==> src/rtl/player_lane_ctrl.sv <==
// player_lane_ctrl: player column, lives and game-phase tracking for the
// asteroid avoider. Consumes single-cycle key pulses and the collision level.
// All outputs are taken from registered state.
//
//   state | meaning
//   ------+-----------------------------------------------------------
//   IDLE  | after reset, waiting for start; keys and hit ignored
//   PLAY  | game running, player moves, a hit costs a life
//   HURT  | invulnerability blanking after a non-fatal hit, still moving
//   OVER  | lives exhausted, column frozen, waiting for start
module player_lane_ctrl #(
    parameter int COLS      = 8,
    parameter int START_COL = 3,
    parameter int LIVES     = 3,
    parameter int HIT_BLANK = 16,
    parameter int CW        = $clog2(COLS)
) (
    input  logic            CLK,
    input  logic            RST,
    input  logic            left,
    input  logic            right,
    input  logic            start,
    input  logic            hit,
    output logic [CW-1:0]   col,
    output logic [COLS-1:0] col_onehot,
    output logic [3:0]      lives,
    output logic            playing,
    output logic            invuln,
    output logic            game_over,
    output logic            moved
);

    // Blanking counter only ever holds HIT_BLANK-1 down to 0.
    localparam int BW = (HIT_BLANK > 1) ? $clog2(HIT_BLANK) : 1;

    typedef enum logic [1:0] {
        S_IDLE = 2'd0,
        S_PLAY = 2'd1,
        S_HURT = 2'd2,
        S_OVER = 2'd3
    } state_t;

    state_t          state_q, state_d;
    logic [CW-1:0]   col_q, col_d;
    logic [3:0]      lives_q, lives_d;
    logic [BW-1:0]   cnt_q, cnt_d;
    logic            moved_q, moved_d;
    logic [CW-1:0]   col_mv;

    // State register with asynchronous reset back to the idle screen.
    always_ff @(posedge CLK or posedge RST) begin
        if (RST) begin
            state_q <= S_IDLE;
            col_q   <= CW'(START_COL);
            lives_q <= 4'(LIVES);
            cnt_q   <= '0;
            moved_q <= 1'b0;
        end else begin
            state_q <= state_d;
            col_q   <= col_d;
            lives_q <= lives_d;
            cnt_q   <= cnt_d;
            moved_q <= moved_d;
        end
    end

    // Saturating one-step move; both keys together cancel out.
    always_comb begin
        col_mv = col_q;
        if (left && !right && (col_q != '0)) begin
            col_mv = col_q - 1'b1;
        end else if (right && !left && (col_q != CW'(COLS - 1))) begin
            col_mv = col_q + 1'b1;
        end
    end

    // Next-state logic: phase transitions, lives accounting, blanking timer.
    always_comb begin
        state_d = state_q;
        col_d   = col_q;
        lives_d = lives_q;
        cnt_d   = cnt_q;
        moved_d = 1'b0;
        case (state_q)
            S_IDLE, S_OVER: begin
                // start takes priority over any key pressed in the same cycle
                if (start) begin
                    state_d = S_PLAY;
                    col_d   = CW'(START_COL);
                    lives_d = 4'(LIVES);
                    cnt_d   = '0;
                end
            end
            S_PLAY: begin
                col_d   = col_mv;
                moved_d = (col_mv != col_q);
                if (hit) begin
                    if (lives_q > 4'd1) begin
                        lives_d = lives_q - 4'd1;
                        cnt_d   = BW'(HIT_BLANK - 1);
                        state_d = S_HURT;
                    end else begin
                        lives_d = 4'd0;
                        state_d = S_OVER;
                    end
                end
            end
            S_HURT: begin
                col_d   = col_mv;
                moved_d = (col_mv != col_q);
                // counter runs HIT_BLANK-1 .. 0, so HURT spans HIT_BLANK cycles
                if (cnt_q == '0) begin
                    state_d = S_PLAY;
                end else begin
                    cnt_d = cnt_q - 1'b1;
                end
            end
            default: begin
                state_d = S_IDLE;
            end
        endcase
    end

    // Output decode purely from registered state.
    always_comb begin
        col        = col_q;
        col_onehot = COLS'(1) << col_q;
        lives      = lives_q;
        moved      = moved_q;
        playing    = (state_q == S_PLAY) || (state_q == S_HURT);
        invuln     = (state_q == S_HURT);
        game_over  = (state_q == S_OVER);
    end

endmodule
==> config.mk <==
export PLATFORM = sky130hd
export DESIGN_NAME = player_lane_ctrl
export DESIGN_NICKNAME = d
export VERILOG_FILES = /design/src/rtl/player_lane_ctrl.sv
export SDC_FILE = /design/constraint.sdc
export NUM_CORES = 1
export LEC_CHECK = 0
export CAP_MARGIN = 20
export CORE_MARGIN = 8
export CORE_UTILIZATION = 45
export CTS_CLUSTER_DIAMETER = 60
export DETAILED_ROUTE_END_ITERATION = 16
export PLACE_DENSITY_LB_ADDON = 0.12
export SYNTH_ARGS = -nofsm -noshare
export SYNTH_HDL_FRONTEND = slang
export SYNTH_SLANG_ARGS = --single-unit
==> constraint.sdc <==
create_clock -name CLK -period 2.2 [get_ports CLK]
set_input_delay 0.55 -clock CLK [delete_from_list [all_inputs] [get_ports CLK]]
set_output_delay 0.55 -clock CLK [all_outputs]
set_load 0.01 [all_outputs]
==> metrics.txt, run 1 <==
Seq pwr share=0.228; GRT Util Overall=0.134; proportion of layout cells with a drive suffix above 1=0.171; distinct cell type count after synthesis=38; routed wire length=2.73 mm; maxcap violations=0; Hold Slack=564 ps; wire per inst=14.5 um; sw frac=0.443; fmax=472 MHz; initial antenna violation count=0; Reg area=355 um^2; Setup crit start=col[0]; critical path class=reg -> out; Yosys reg bits=14; largest family of logic cells by synthesized area=simple AND/OR/NAND/NOR gates; Ys Warns=0; drt first pass iters=4; CP startpoint kind=flop; FF-to-FF setup slack=180 ps; VDD IR max=0.834 mV; DR iter-0 viols=51; status=finished, final reports clean; syn_area_per_cell=8.86 um^2; CP Data Arrival Time=1570 ps; Post-synth ARST share=1.00; Comb power frac=0.687; Pins Over Slew Limit=0; Avg Vias per Cell=5.39; # hold bufs at CTS=0; CTS Root Cell=clkbuf_4; Clk pwr share=0.085; Seq/Total Area, Yosys=0.326; first-pass GRT wire length=4.64 mm; Placer Congestion=0.892; Post-synth EDFFs=0; Placed Area=1400 um^2; Slew headroom=0.635; nets@finish=179; Ant. Diodes=0; post-synthesis adder-cell area fraction=0.161; number of cell rows=18; final worst setup slack=81.5 ps; Final min period=2120 ps; chip height=65.2 um; Critical Path RT=1650 ps; mux cell area share after synthesis=0.0528; worst skew pair latency=290 ps; crit-path max FO=5; Gate Count Post-Synth=123; syn_nets=143; number of global-route vias before repair=968; H-tree levels=1; # setup viols final=0; chip width=65.2 um; Sw Pwr=994 uW; Post-DP HPWL=2.11 mm; CTS tree=built; Multi-input gate area=667 um^2; Compound-Gate Fraction of Synth Area=0.178; total CTS buffers=3; crit share post-route=0.963; Hold Crit Start=cnt_q[0]; final design area excluding fillers=1460 um^2; Final Hold Viols=0; port bufs=24; Synth Flop Type=dfrtp_1; CP Capture Type=primary output; detailed-route via count=1,014; Worst R2R Start=lives[0]; starting density of the core=0.456; final setup TNS=0 ps; Filler cells=236; power per cell area=1540 nW/um^2; post-route antenna net violation count=0; clock transition at the registers of the reported paths=80 ps; Worst-Margin Slew=547 ps; Clock Path Buffers=2; simple-gate share of the synthesized area=0.197; dpl ws=70.1 ps; Worst Hold Class=reg -> reg; Post-Syn Area=1090 um^2; xor/xnor cell area share of the yosys netlist=0.0161; io pins=25; Area Growth Syn to Fin=33.6%; DRC=0; largest net degree at the start of global routing=15; Final Skew=10.5 ps; Leak=0.719 nW; Clock Sinks=14; die footprint=4250 um^2; Internal Pwr Total=1.25 mW; RSZ-0062 raised after global routing=false; GR Overflow Total=0; Core Box Area=2390 um^2
==> registers in the layout (all words and copies together), names as in the netlist <==
name	count
state_q	2
col	3
moved	1
cnt_q	4
lives	4
==> synth_stat cells (2+ instances only) <==
library cell  number  area share
clkbuf_1           2      0.0069
dfstp_2            4       0.096
a21oi_1            6       0.028
nor2_1            10       0.034
nor2b_1            6       0.034
o2bb2ai_1          2       0.016
inv_1             15       0.052
mux2_2             2       0.021
o21ai_0            6       0.028
mux2i_1            2       0.018
nand2b_1           2       0.011
nand3_1            4       0.018
nand2_1            6       0.021
nor3_1             4       0.018
and2_1             3       0.017
a31oi_1            4       0.023
dfrtp_1           10        0.23
nor3b_1            2       0.014
ha_1              14        0.16
==> final timing paths <==
| check | depth (start not counted) | to |
|---|---|---|
| worst max register to register | 5 | cnt_q[0] |
| max in group asynchronous | 2 | col[0] |
| worst max-delay path | 4 | col_onehot[6] |
| worst min-delay path | 1 | cnt_q[0] |
| min in group asynchronous | 2 | col[2] |
| worst min register to register | 1 | cnt_q[0] |
==> layer usage <==
metal	vias up	global-route usage	part of all wire
li1	498	-	-
met1	489	0.174	0.46
met2	23	0.209	0.48
met3	4	0.0408	0.051
met4	0	0.0409	0.0084
met5	-	0	0
==> per-stage QoR <==
step            util  instances  power, mW
2_1_floorplan      -        123       1.45
5_1_grt        0.610        188       2.45
3_3_place_gp   0.587        181       2.00
3_5_place_dp   0.587        181       2.05
4_1_cts        0.605        187       2.22
6_report       0.610        188       2.24
==> area by class of cell <==
| cell class | count | area share |
|---|---|---|
| inverters | 15 | 0.0387 |
| multi-input cells | 91 | 0.458 |
| flip-flops and latches | 14 | 0.244 |
| clock buffers | 4 | 0.0249 |
| repair buffers | 34 | 0.209 |
| well taps | 30 | 0.0258 |
==> power groups by stage <==
stage | Combinational, mW | Clock, mW | Sequential (mW)
floorplan | 0.929 | 0 | 0.520
global placement | 1.49 | 0 | 0.512
detailed placement | 1.53 | 0 | 0.519
CTS | 1.51 | 0.194 | 0.511
global route | 1.71 | 0.209 | 0.529
finish | 1.54 | 0.190 | 0.512
==> placed cells by master (no fill, tap or decap), drive strengths merged, types with 6 or more instances in the layout <==
cell type,count
inv,15
buf,10
dlygate4sd2,9
nand2,6
o21ai,6
a21oi,6
nor2b,6
ha,14
nor2,10
dfrtp,10
clkdlybuf4s50,15
==> worst max-delay path: stages, from the launching register on <==
cell	delay, ps
dfstp_2	580
inv_2	70
ha_1	200
and2_1	150
dlygate4sd2_1	280
==> logic make-up (layout without fill, tap and decap cells) <==
| kind of cell | count (synthesis) | in the layout |
|---|---|---|
| and+or+nand+nor | 41 | 41 |
| AOI/OAI and AO/OA | 29 | 29 |
| buffers and inverters | 18 | 53 |
| adders and majority gates | 14 | 14 |
| DFF | 14 | 14 |
| muxes | 5 | 5 |
| xor gates and xnor gates | 2 | 2 |
==> repair_timing <==
item / in CTS / in global routing
buffers inserted: 2 / 1
setup endpoints to repair: 10 / 7
gates resized for setup: 11 / 3
Note: power is estimated with default switching activity, not from simulation.
==> run 2: changes to the inputs <==
SLEW_MARGIN = 15   (was unset)
==> results of run 2 <==
Final layout, timing and power as in run 1 (identical DEF).
==> run 3: changes to the inputs <==
CTS_BUF_LIST = sky130_fd_sc_hd__clkbuf_4 sky130_fd_sc_hd__clkbuf_8   (was unset)
==> results of run 3 <==
Final layout, timing and power as in run 1 (identical DEF).
